### src/rtl/ball_motion.sv
// ball_motion: Pong ball physics; samples four collision probes around the ball,
// updates direction/position once per frame at v_cnt==480 and runs serve/score sequencing.
module ball_motion #(
  parameter int SPEED  = 1,
  parameter int HOME_X = 312,
  parameter int HOME_Y = 232
) (
  input  logic       clk,
  input  logic       rst_n,
  input  logic [9:0] h_cnt,
  input  logic [9:0] v_cnt,
  input  logic       valid,
  input  logic       BouncingObject,
  input  logic       serve,
  output logic [9:0] ballX,
  output logic [9:0] ballY,
  output logic       playing,
  output logic       score1_p,
  output logic       score2_p
);
  typedef enum logic [1:0] {IDLE, SERVE, PLAY} state_t;
  localparam logic [9:0] HX = 10'(HOME_X);
  localparam logic [9:0] HY = 10'(HOME_Y);
  localparam logic [9:0] SP = 10'(SPEED);
  state_t r_state;
  logic r_v480, r_x1, r_x2, r_y1, r_y2, r_dirx, r_diry;
  logic w_upd, w_hit, w_dx, w_dy, w_rexit, w_lexit;
  logic [10:0] w_h, w_v, w_x, w_y;
  assign w_h = {1'b0, h_cnt};
  assign w_v = {1'b0, v_cnt};
  assign w_x = {1'b0, ballX};
  assign w_y = {1'b0, ballY};
  // Edge of the v_cnt==480 compare, so a held counter yields a single strobe
  assign w_upd = (v_cnt == 10'd480) && !r_v480;
  assign w_hit = valid && BouncingObject;
  assign w_dx = (r_x1 && !r_x2) ? 1'b1 : (r_x2 && !r_x1) ? 1'b0 : r_dirx;
  assign w_dy = (r_y1 && !r_y2) ? 1'b1 : (r_y2 && !r_y1) ? 1'b0 : r_diry;
  assign w_rexit = w_dx && (w_x + 11'd16 + 11'(SPEED) >= 11'd640);
  assign w_lexit = !w_dx && (w_x < 11'(SPEED));
  always_ff @(posedge clk or negedge rst_n) begin
    if (!rst_n) begin
      r_state  <= IDLE;
      r_v480   <= 1'b0;
      {r_x1, r_x2, r_y1, r_y2} <= 4'b0;
      r_dirx   <= 1'b1;
      r_diry   <= 1'b1;
      ballX    <= HX;
      ballY    <= HY;
      playing  <= 1'b0;
      score1_p <= 1'b0;
      score2_p <= 1'b0;
    end else begin
      r_v480   <= (v_cnt == 10'd480);
      score1_p <= 1'b0;
      score2_p <= 1'b0;
      if (w_upd) begin
        {r_x1, r_x2, r_y1, r_y2} <= 4'b0;
      end else if (w_hit) begin
        if (w_v == w_y + 11'd8) begin
          r_x1 <= r_x1 | (w_h == w_x);
          r_x2 <= r_x2 | (w_h == w_x + 11'd16);
        end
        if (w_h == w_x + 11'd8) begin
          r_y1 <= r_y1 | (w_v == w_y);
          r_y2 <= r_y2 | (w_v == w_y + 11'd16);
        end
      end
      case (r_state)
        IDLE: if (serve) r_state <= SERVE;
        SERVE: if (w_upd) begin
          r_state <= PLAY;
          playing <= 1'b1;
        end
        PLAY: if (w_upd) begin
          r_diry <= w_dy;
          if (w_rexit || w_lexit) begin
            score1_p <= w_rexit;
            score2_p <= w_lexit;
            ballX    <= HX;
            ballY    <= HY;
            r_dirx   <= w_lexit;
            r_state  <= IDLE;
            playing  <= 1'b0;
          end else begin
            r_dirx <= w_dx;
            ballX  <= w_dx ? ballX + SP : ballX - SP;
            ballY  <= w_dy ? ballY + SP : ballY - SP;
          end
        end
        default: r_state <= IDLE;
      endcase
    end
  end
endmodule

### config.mk
export PLATFORM = sky130hd
export DESIGN_NAME = ball_motion
export DESIGN_NICKNAME = d
export VERILOG_FILES = /design/src/rtl/ball_motion.sv
export SDC_FILE = /design/constraint.sdc
export NUM_CORES = 1
export LEC_CHECK = 0
export ABC_AREA = 1
export BUFFER_PORTS_ARGS = -buffer_cell sky130_fd_sc_hd__buf_2
export CORE_MARGIN = 2
export CORE_UTILIZATION = 58
export CTS_CLUSTER_DIAMETER = 50
export DETAILED_ROUTE_END_ITERATION = 10
export GPL_TIMING_DRIVEN = 0
export PLACE_DENSITY_LB_ADDON = 0.2
export SLEW_MARGIN = 10
export SYNTH_ARGS = -nofsm -noshare
export SYNTH_HDL_FRONTEND = slang
export SYNTH_SLANG_ARGS = --single-unit
### constraint.sdc
create_clock -name clk -period 3.3 [get_ports clk]
set_clock_uncertainty 0.05 [all_clocks]
set_input_delay 0.33 -clock clk [delete_from_list [all_inputs] [get_ports clk]]
set_output_delay 0.33 -clock clk [all_outputs]
set_load 0.01 [all_outputs]
==> summary.txt <==
Die
  – Initial core utilization: between 50 and 60%
  – Die Span X: 76.7 um
  – Die Ht: 76.7 um
  – Io pins: 48
  – Core ar.: approximately 5000 um2
  – Site Rows: 26
  – Die area: a little under 6000 um2

Finish
  – Top Registers: ballX (10), ballY (10), r_state (2)
  – Share of layout cells above drive strength 1: around 20%
  – Seq. cell area: approximately 810 um2
  – Antenna diodes: 0
  – Multi-input gate area: a little over 2000 um2
  – # nets final: between 500 and 600
  – Non-Filler Instances: about 560
  – Layout area overhead: 14.2%
  – Fill count: about 450
  – Final Cell Area: 3500 um2

Setup path
  – Worst Path Max Fanout: 11
  – Setup crit end kind: flop
  – Worst path slowest cell: o21ai_1
  – Worst Setup Start Kind: flop
  – CP Data Arrival Time: between 2 and 3 ns
  – Worst path required time: roughly 3.5 ns
  – Top cell by count, worst path: nand2_1
  – Crit Path Category: flop to flop
  – Critical-path cell list: o21ai_1, ha_1, a21oi_1, nand2_1, nand2_1, nand2_1, a21oi_1, xor2_1, nor2_1, a21boi_1
  – Crit path largest cell delay: approximately 0.8 ns

Pwr
  – Cell Pwr Density: around 250 nW/um2
  – Pleak: roughly 0.0018 uW
  – Peak supply drop: 0.000222 V
  – Overall Power: 874 uW

Clock network
  – Reg clk slew, reported paths: about 0.070 ns
  – # hold bufs at CTS: 0
  – CTS Sinks: 32
  – Clk buf depth: 2
  – Number of H-tree levels: 2
  – CTS tree: built
  – Clk_lat worst skew: between 0.2 and 0.3 ns
  – Post-CTS Setup Bufs: 0
  – Number of gates resized after cts: 0
  – Inserted Clock Buffers: 5
  – CTS root buffer: clkbuf_8

Synth
  – Top cell type's share of synthesized area: around 18%
  – Syn Nets: between 400 and 500
  – Cells after Synth: ~440
  – Synthesized flop and latch total: 32
  – Mean Syn Cell Area: around 7.0 um2
  – Netlist cell types: 43
  – Seq/Total Area, Yosys: between 20% and 30%
  – Mapped Area: 3060 um2
  – Ranking of synthesized cells by area: dfrtp_1 18%, nand2_1 13%, xor2_1 9.1%
  – YS warnings: 0
  – Area leader, netlist: dfrtp_1

Timing
  – Total Neg Setup Slack: 0 ns
  – Slack of the critical path: approximately 0.62 ns
  – Setup violations, final: 0
  – Fmax: 373 MHz
  – Fin crit share: 81.2%
  – Hold Fails Final Rpt: 0
  – RSZ-0062 raised after global routing: false
  – Final min period: ~2.7 ns
  – Worst-margin pin slew: 0.988 ns
  – Slew Limit Fails: 0
  – Slew margin rel.: 33.7%

Global route
  – Initial antenna violation count: 0
  – Grt total ovfl: 0
  – Vias in the first global route: approximately 2,800
  – Overall global routing resource usage: between 20 and 30%
  – Pin count of the biggest net entering global routing: 33
  – Global-route wire length before repair: 13,500 um

Placed design
  – DP Wirelength: approximately 6000 um
  – Dpl ws: 0.650 ns
  – Post-Place Cells: 555
  – Port Buffers: 47
  – DP Area: between 3000 and 4000 um2
  – Routability-driven placement congestion ratio: ~0.94

Drt
  – Vias/cell: roughly 5.5
  – Routed vias: between 3,000 and 4,000
  – TritonRoute pass-1 iters: 5
  – DRC viols: 0
  – Drt total wl: ~7900 um
  – Drt wl/cell: 14.1 um
  – Antenna Nets Post-Route: 0
  – Starting DRT DRC Count: between 100 and 150

Worst hold path
  – Hold Crit Class: primary input to async pin

Run
  – Total of max-cap violations: 0

Run status
  – Run status: finished clean
[critical path, delay by kind of cell, from the launching register on]
kind	cells	cell delay, ns
and+or+nand+nor	4	0.30
xor gates and xnor gates	1	0.20
DFF	1	0.40
adders and majority gates	1	0.43
AOI/OAI and AO/OA	4	1.22
[power by group]
group	leakage [uW]	switching, uW	internal (uW)
clock network	0.0000541	153	223
logic	0.00138	64.5	38.0
registers	0.000390	1.38	395
[layout by cell type, fill, tap and decap left out, types with 2 or more instances in the layout]
cell type | netlist | final
a21boi_2 | 2 | 2
a21oi_1 | 16 | 16
buf_2 | 4 | 51
buf_4 | 2 | 2
clkbuf_8 | 0 | 5
dfrtp_1 | 22 | 22
dfstp_2 | 10 | 10
ha_1 | 18 | 18
inv_1 | 43 | 43
inv_2 | 4 | 4
nand2_1 | 104 | 104
nand2_2 | 7 | 7
nand3_1 | 36 | 36
nand3b_1 | 3 | 3
nand4_1 | 10 | 10
nor2_1 | 52 | 52
nor3_1 | 10 | 10
o211ai_1 | 4 | 4
o21a_1 | 2 | 2
o21ai_0 | 16 | 15
o21ai_1 | 1 | 2
or2_2 | 6 | 6
xnor2_1 | 14 | 14
xor2_1 | 32 | 32
[cell type report]
| cell class | instances | share of cell area (%) |
|---|---|---|
| Tap cell | 70 | 2.50 |
| Clock buffer | 5 | 1.97 |
| Timing Repair Buffer | 47 | 6.72 |
| Clock inverter | 3 | 1.22 |
| Sequential cell | 32 | 23.2 |
| Buffer | 8 | 1.47 |
| Inverter | 48 | 5.15 |
| Multi-Input combinational cell | 350 | 57.7 |
[cells by family (layout without fill, tap and decap cells)]
family                     count (synthesis)  count (layout)  synth area share [%]
buffers and inverters                     56             111                  7.55
adders and majority gates                 19              19                  8.00
AOI/OAI and AO/OA                         47              47                  9.07
and+or+nand+nor                          238             238                  35.7
DFF                                       32              32                  26.5
xor gates and xnor gates                  46              46                  13.1
[synth_stat cells, drive strengths merged]
| cell type | instances |
|---|---|
| dfrtp | 22 |
| a21o | 1 |
| o21bai | 1 |
| xor2 | 32 |
| nor3 | 11 |
| a21boi | 3 |
| a31oi | 1 |
| nor2 | 54 |
| nand2 | 112 |
| clkinv | 1 |
| buf | 7 |
| o31ai | 1 |
| o211ai | 4 |
| xnor2 | 14 |
| nor4 | 1 |
| ha | 18 |
| o21ai | 17 |
| fa | 1 |
| nand3 | 38 |
| nand3b | 3 |
| inv | 47 |
| nor3b | 2 |
| clkbuf | 1 |
| o21a | 2 |
| o2111ai | 1 |
| a21oi | 16 |
| nand4 | 11 |
| dfstp | 10 |
| or2 | 6 |
[final timing paths]
path,start,end,slack [ns],cells past startpoint
setup reg to reg,r_y1,ballY[6],0.62,10
max in group asynchronous,rst_n,ballY[4],2.69,1
hold / removal,rst_n,ballX[6],0.04,1
setup / recovery,r_y1,ballY[6],0.62,10
hold reg to reg,playing,playing,0.45,2
min in group clk,serve,r_state[0],0.29,3
[routing by layer]
layer / vias up / global-route usage (%) / share of wire (%)
li1: 1529 / - / -
met1: 1421 / 39.6 / 47
met2: 125 / 44.4 / 46
met3: 14 / 4.24 / 6.0
met4: 0 / 9.82 / 1.7
met5: - / 0 / 0
[through the flow]
stage / util (%) / hold WS (ns)
floorplan: - / -0.0156
global placement: 66.3 / 0.359
detailed placement: 66.3 / 0.365
CTS: 68.5 / 0.0594
global route: 68.5 / 0.0932
finish: 68.5 / 0.0432
Note: power is estimated with default switching activity, not from simulation.
